--- src/rtl/mac_accumulator8.sv ---
// Multiply-accumulate wrapper: accepts TERMS operand pairs, multiplies each through the
// carry-save multiplier and presents the dot-product sum. Define MAC_SATURATE_EN to clamp on overflow.

module wallaceTreeMultiplier8Bit (
  input  logic [7:0]  a,
  input  logic [7:0]  b,
  output logic [15:0] product
);

  // Partial-product rows reduced by 3:2 compressors; sum and carry vectors meet in one final add
  always_comb begin : reduce
    logic [15:0] sum_v;
    logic [15:0] carry_v;
    logic [15:0] pp_v;
    logic [15:0] next_v;
    sum_v   = 16'd0;
    carry_v = 16'd0;
    for (int i = 0; i < 8; i++) begin
      pp_v    = b[i] ? (16'(a) << i) : 16'd0;
      next_v  = sum_v ^ carry_v ^ pp_v;
      carry_v = ((sum_v & carry_v) | (sum_v & pp_v) | (carry_v & pp_v)) << 1;
      sum_v   = next_v;
    end
    product = sum_v + carry_v;
  end

endmodule

module mac_accumulator8 #(
  parameter int ACC_W = 24,
  parameter int TERMS = 8
) (
  input  logic             clk,
  input  logic             rst_n,
  input  logic             clear,
  input  logic             in_valid,
  output logic             in_ready,
  input  logic [7:0]       a,
  input  logic [7:0]       b,
  output logic             out_valid,
  input  logic             out_ready,
  output logic [ACC_W-1:0] out_sum,
  output logic             out_overflow
);

  typedef enum logic [0:0] {
    ACCUM = 1'b0,
    DONE  = 1'b1
  } state_t;

  localparam logic [7:0]       TERMS_C = 8'(TERMS);
  localparam logic [ACC_W-1:0] ACC_MAX = {ACC_W{1'b1}};

  state_t           state_q, state_d;
  logic [7:0]       in_cnt_q, in_cnt_d;
  logic [7:0]       acc_cnt_q, acc_cnt_d;
  logic [15:0]      p_q, p_d;
  logic             p_valid_q, p_valid_d;
  logic [ACC_W-1:0] acc_q, acc_d;
  logic             ovf_q, ovf_d;
  logic             out_valid_q, out_valid_d;
  logic [15:0]      prod_s;
  logic [ACC_W:0]   acc_sum_s;
  logic             accept_s;

  wallaceTreeMultiplier8Bit u_mult (
    .a       (a),
    .b       (b),
    .product (prod_s)
  );

  assign in_ready  = (state_q == ACCUM) && (in_cnt_q < TERMS_C);
  assign accept_s  = in_valid && in_ready;
  // Extra top bit captures the carry out of the accumulator
  assign acc_sum_s = {1'b0, acc_q} + {{(ACC_W-15){1'b0}}, p_q};

  always_comb begin
    state_d     = state_q;
    in_cnt_d    = in_cnt_q;
    acc_cnt_d   = acc_cnt_q;
    p_d         = p_q;
    p_valid_d   = 1'b0;
    acc_d       = acc_q;
    ovf_d       = ovf_q;
    out_valid_d = out_valid_q;

    if (clear) begin
      state_d     = ACCUM;
      in_cnt_d    = 8'd0;
      acc_cnt_d   = 8'd0;
      p_d         = 16'd0;
      acc_d       = {ACC_W{1'b0}};
      ovf_d       = 1'b0;
      out_valid_d = 1'b0;
    end else begin
      if (accept_s) begin
        p_d       = prod_s;
        p_valid_d = 1'b1;
        in_cnt_d  = in_cnt_q + 8'd1;
      end else begin
        p_valid_d = 1'b0;
      end

      case (state_q)
        ACCUM: begin
          if (p_valid_q) begin
            ovf_d     = ovf_q | acc_sum_s[ACC_W];
`ifdef MAC_SATURATE_EN
            acc_d     = ovf_d ? ACC_MAX : acc_sum_s[ACC_W-1:0];
`else
            acc_d     = acc_sum_s[ACC_W-1:0];
`endif
            acc_cnt_d = acc_cnt_q + 8'd1;
            if (acc_cnt_d == TERMS_C) begin
              state_d     = DONE;
              out_valid_d = 1'b1;
            end else begin
              state_d     = ACCUM;
            end
          end else begin
            state_d = ACCUM;
          end
        end
        DONE: begin
          // Result held until taken; the handshake rearms the next dot product
          if (out_valid_q && out_ready) begin
            state_d     = ACCUM;
            in_cnt_d    = 8'd0;
            acc_cnt_d   = 8'd0;
            acc_d       = {ACC_W{1'b0}};
            ovf_d       = 1'b0;
            out_valid_d = 1'b0;
          end else begin
            state_d = DONE;
          end
        end
        default: begin
          state_d = ACCUM;
        end
      endcase
    end
  end

  always_ff @(posedge clk or negedge rst_n) begin
    if (!rst_n) begin
      state_q     <= ACCUM;
      in_cnt_q    <= 8'd0;
      acc_cnt_q   <= 8'd0;
      p_q         <= 16'd0;
      p_valid_q   <= 1'b0;
      acc_q       <= {ACC_W{1'b0}};
      ovf_q       <= 1'b0;
      out_valid_q <= 1'b0;
    end else begin
      state_q     <= state_d;
      in_cnt_q    <= in_cnt_d;
      acc_cnt_q   <= acc_cnt_d;
      p_q         <= p_d;
      p_valid_q   <= p_valid_d;
      acc_q       <= acc_d;
      ovf_q       <= ovf_d;
      out_valid_q <= out_valid_d;
    end
  end

  assign out_valid    = out_valid_q;
  assign out_sum      = acc_q;
  assign out_overflow = ovf_q;

endmodule
--- config.mk ---
export PLATFORM = sky130hd
export DESIGN_NAME = mac_accumulator8
export DESIGN_NICKNAME = d
export VERILOG_FILES = /design/src/rtl/mac_accumulator8.sv
export SDC_FILE = /design/constraint.sdc
export NUM_CORES = 1
export LEC_CHECK = 0
export BUFFER_PORTS_ARGS = -buffer_cell sky130_fd_sc_hd__buf_2
export CORE_ASPECT_RATIO = 0.75
export CORE_MARGIN = 5
export CORE_UTILIZATION = 65
export DETAILED_ROUTE_END_ITERATION = 6
export PLACE_DENSITY = 0.93
export SLEW_MARGIN = 15
export SYNTH_ARGS = -nofsm -noshare
export SYNTH_HDL_FRONTEND = slang
export SYNTH_SLANG_ARGS = --single-unit
--- constraint.sdc ---
create_clock -name clk -period 5.7 [get_ports clk]
set_input_delay 1.71 -clock clk [delete_from_list [all_inputs] [get_ports clk]]
set_output_delay 1.71 -clock clk [all_outputs]
set_load 0.05 [all_outputs]
==> metrics.md <==
| Metric | Value |
|---|---|
| Outcome | `finished with violations` |
| Reg2Reg Setup Slack | `3.05 ns` |
| Max incr delay on CP | `0.57 ns` |
| Number of global-route vias before repair | `between 4000 and 5000` |
| Layout area overhead | `17.4%` |
| First-pass GRT wire length | `23700 um` |
| Htree depth | `3` |
| Pwr Total | `around 2000 uW` |
| FF+latch count, synth | `60` |
| Post-synthesis cell area | `roughly 5000 um2` |
| Via density | `6.60` |
| Row count | `27` |
| Clk_lat worst skew | `0.35 ns` |
| Hold-fix buffers, CTS | `0` |
| Final hold vios | `0` |
| CORE AREA | `between 7000 and 8000 um2` |
| Unique masters post-synth | `55` |
| Arrival time at the worst endpoint | `6.73 ns` |
| CP Capture Type | `flop` |
| CP most frequent cell | `fa_2` |
| CP startpoint kind | `input pin` |
| Post-synth EDFFs | `0` |
| Slew Limit Fails | `0` |
| Commonest non-fill, non-tap cell in the layout | `nand2_1` |
| Initial antenna violation count | `0` |
| Starting Density | `0.674` |
| YS warnings | `0` |
| Slew @ Worst Pin | `between 1 and 1.5 ns` |
| Buffers on Ports | `47` |
| Total CTS buffers | `9` |
| Diodes inserted | `0` |
| Cells after Synth | `537` |
| Worst hold slack | `0.502 ns` |
| CP Cell Sequence | `buf_6 -> and2_4 -> ha_4 -> inv_4 -> fa_2 -> fa_1 -> fa_2 -> fa_2 -> fa_2 -> inv_2 -> fa_2 -> ha_4 -> fa_2 -> a21o_1 -> a21oi_2 -> o21bai_1 -> a21oi_2 -> nor4_2 -> a211o_1` |
| Final WL | `14400 um` |
| Failing checks | `setup timing` |
| Clock-pin transition on the worst setup and hold timing paths | `0.06 ns` |
| Die area | `9580 um2` |
| DR iter-0 viols | `648` |
| Vias | `4676` |
| Total GRT Usage | `0.314` |
| Clock Skew | `0.00889 ns` |
| Nets | `699` |
| Min-delay worst type | `reg -> reg` |
| Max Freq | `0.154 GHz` |
| Drt pass-1 iters | `7` |
| Fin crit share | `1.14` |
| Min cycle time layout | `6.50 ns` |
| Power per Cell Area | `341 nW/um2` |
| Chip width | `around 110 um` |
| DRC viols | `0` |
| Avg Inst Size Synth | `9.33 um2` |
| Share of layout cells above drive strength 1 | `0.234` |
| Top Family by Delay on Critical Path | `adder cells` |
| RSZ-0062 raised after global routing | `yes` |
| Post-route ant nets | `0` |
| Num Clock Sinks | `60` |
| Die H | `86.0 um` |
| Critical path's slowest cell | `fa_2` |
| Clock Tree Buf Depth | `2` |
| Worst setup path category | `in -> reg` |
| Worst EP required | `5.93 ns` |
| TritonCTS clock tree | `done` |
| Maxcap violations | `0` |
| P_leak | `0.00281 uW` |
| Post-DP HPWL | `9200 um` |
| Setup violators final | `7` |
| IO Pins | `between 40 and 50` |
| Crit-path max FO | `5` |
| Max-slew headroom | `0.202` |
| Worst Path Buf+Inv | `3` |
| Gr ovfl total | `0` |
| CTS root buffer | `clkbuf_8` |
| Routed len/inst | `20.3 um` |
| GPL Wtd Cong | `0.931` |
| Post-Syn Nets | `634` |
| Main synth FF type | `dfrtp_1` |
| Pin count of the biggest net entering global routing | `61` |
| Asr flop ratio synth | `1.00` |
| Register area share after synthesis | `0.300` |
| Final WS setup | `-0.804 ns` |
| Commonest cells after routing, fill and taps aside | `nand2_1 (96), dfrtp_1 (60), buf_2 (44), inv_1 (31), a21oi_1 (30)` |
| Worst VDD drop | `0.207 mV` |
## sequential cells by signal, summed over array words and instances (netlist names)
| signal | flops |
|---|---|
| out_sum | 24 |
| p_q | 16 |
| acc_cnt_q | 8 |
| in_cnt_q | 8 |
| out_overflow | 1 |
| out_valid | 1 |
| p_valid_q | 1 |
| state_q | 1 |
## worst paths after layout
kind | from | end | cells past startpoint
min in group asynchronous | rst_n | out_sum[5] | 2
worst min register to register | in_cnt_q[5] | in_cnt_q[5] | 1
worst max register to register | out_sum[0] | out_sum[14] | 8
max in group asynchronous | rst_n | out_sum[9] | 2
worst min-delay path | in_cnt_q[5] | in_cnt_q[5] | 1
worst max-delay path | b[0] | p_q[14] | 19
## metrics by stage
step	cell area [um2]	instances	worst slack, ns	TNS (ns)	util
final	5880	708	-0.804	-3.18	0.791
after floorplan	5070	537	-0.714	-2.38	-
after global placement	5520	688	-0.901	-4.22	0.743
after global routing	5880	708	-0.920	-3.95	0.791
after CTS	5850	709	-0.709	-2.83	0.787
after detailed placement	5520	688	-1.14	-5.43	0.743
## power by group
group	leakage (uW)	switching (uW)	total, uW	internal (uW)
clock	0.000107	181	439	258
combinational	0.00188	588	1060	474
sequential	0.000824	37.2	505	468
total	0.00281	806	2010	1200
## layer usage
layer  part of all wire  up-vias  global-route usage
met1               0.36     2231               0.372
li1                   -     1956                   -
met2               0.47      362               0.516
met5                  0        -                   0
met3               0.11      127              0.0952
met4              0.068        0               0.177
## cells by family after synthesis
kind of cell    Yosys count  share of synthesized area
buf+inv                  59                     0.0467
simple gates            205                      0.204
fa+ha+maj                76                      0.256
flops                    60                      0.300
compound gates          112                      0.149
xor+xnor                 18                     0.0315
mux                       7                     0.0140
## synthesized netlist by cell type, types with 3 or more instances
cell type	instances	area share
nand3_1	15	0.015
or3_1	8	0.010
fa_1	44	0.18
a21o_1	10	0.015
nor3_1	4	0.0040
a22o_1	4	0.0070
dfrtp_1	60	0.30
o21bai_1	6	0.0090
o21a_1	4	0.0060
clkbuf_1	11	0.0082
nor2_1	27	0.020
a211oi_1	5	0.0075
mux2i_1	7	0.014
a31oi_1	4	0.0050
o21ai_0	24	0.024
ha_1	32	0.080
nand4_1	4	0.0050
a211o_1	3	0.0052
and3_1	6	0.0075
and2_1	22	0.027
a41oi_1	3	0.0052
inv_1	38	0.028
a21oi_1	37	0.037
buf_2	7	0.0070
xor2_1	10	0.017
xnor2_1	8	0.014
nor3b_1	6	0.0090
nand2_1	97	0.073
## final cells by class
class	instances	area, um2
flip-flops and latches	60	1500
fillers	409	1550
inverters	38	145
clock buffers	12	145
multi-input cells	418	3420
clock inverters	4	72.6
repair buffers	75	468
well taps	101	126
## repair_timing
action	CTS	global route
resized for setup	18	11
setup buffers	5	1
pin swaps	16	5
setup endpoints to repair	7	7
Power figures use the tool's default switching activity.
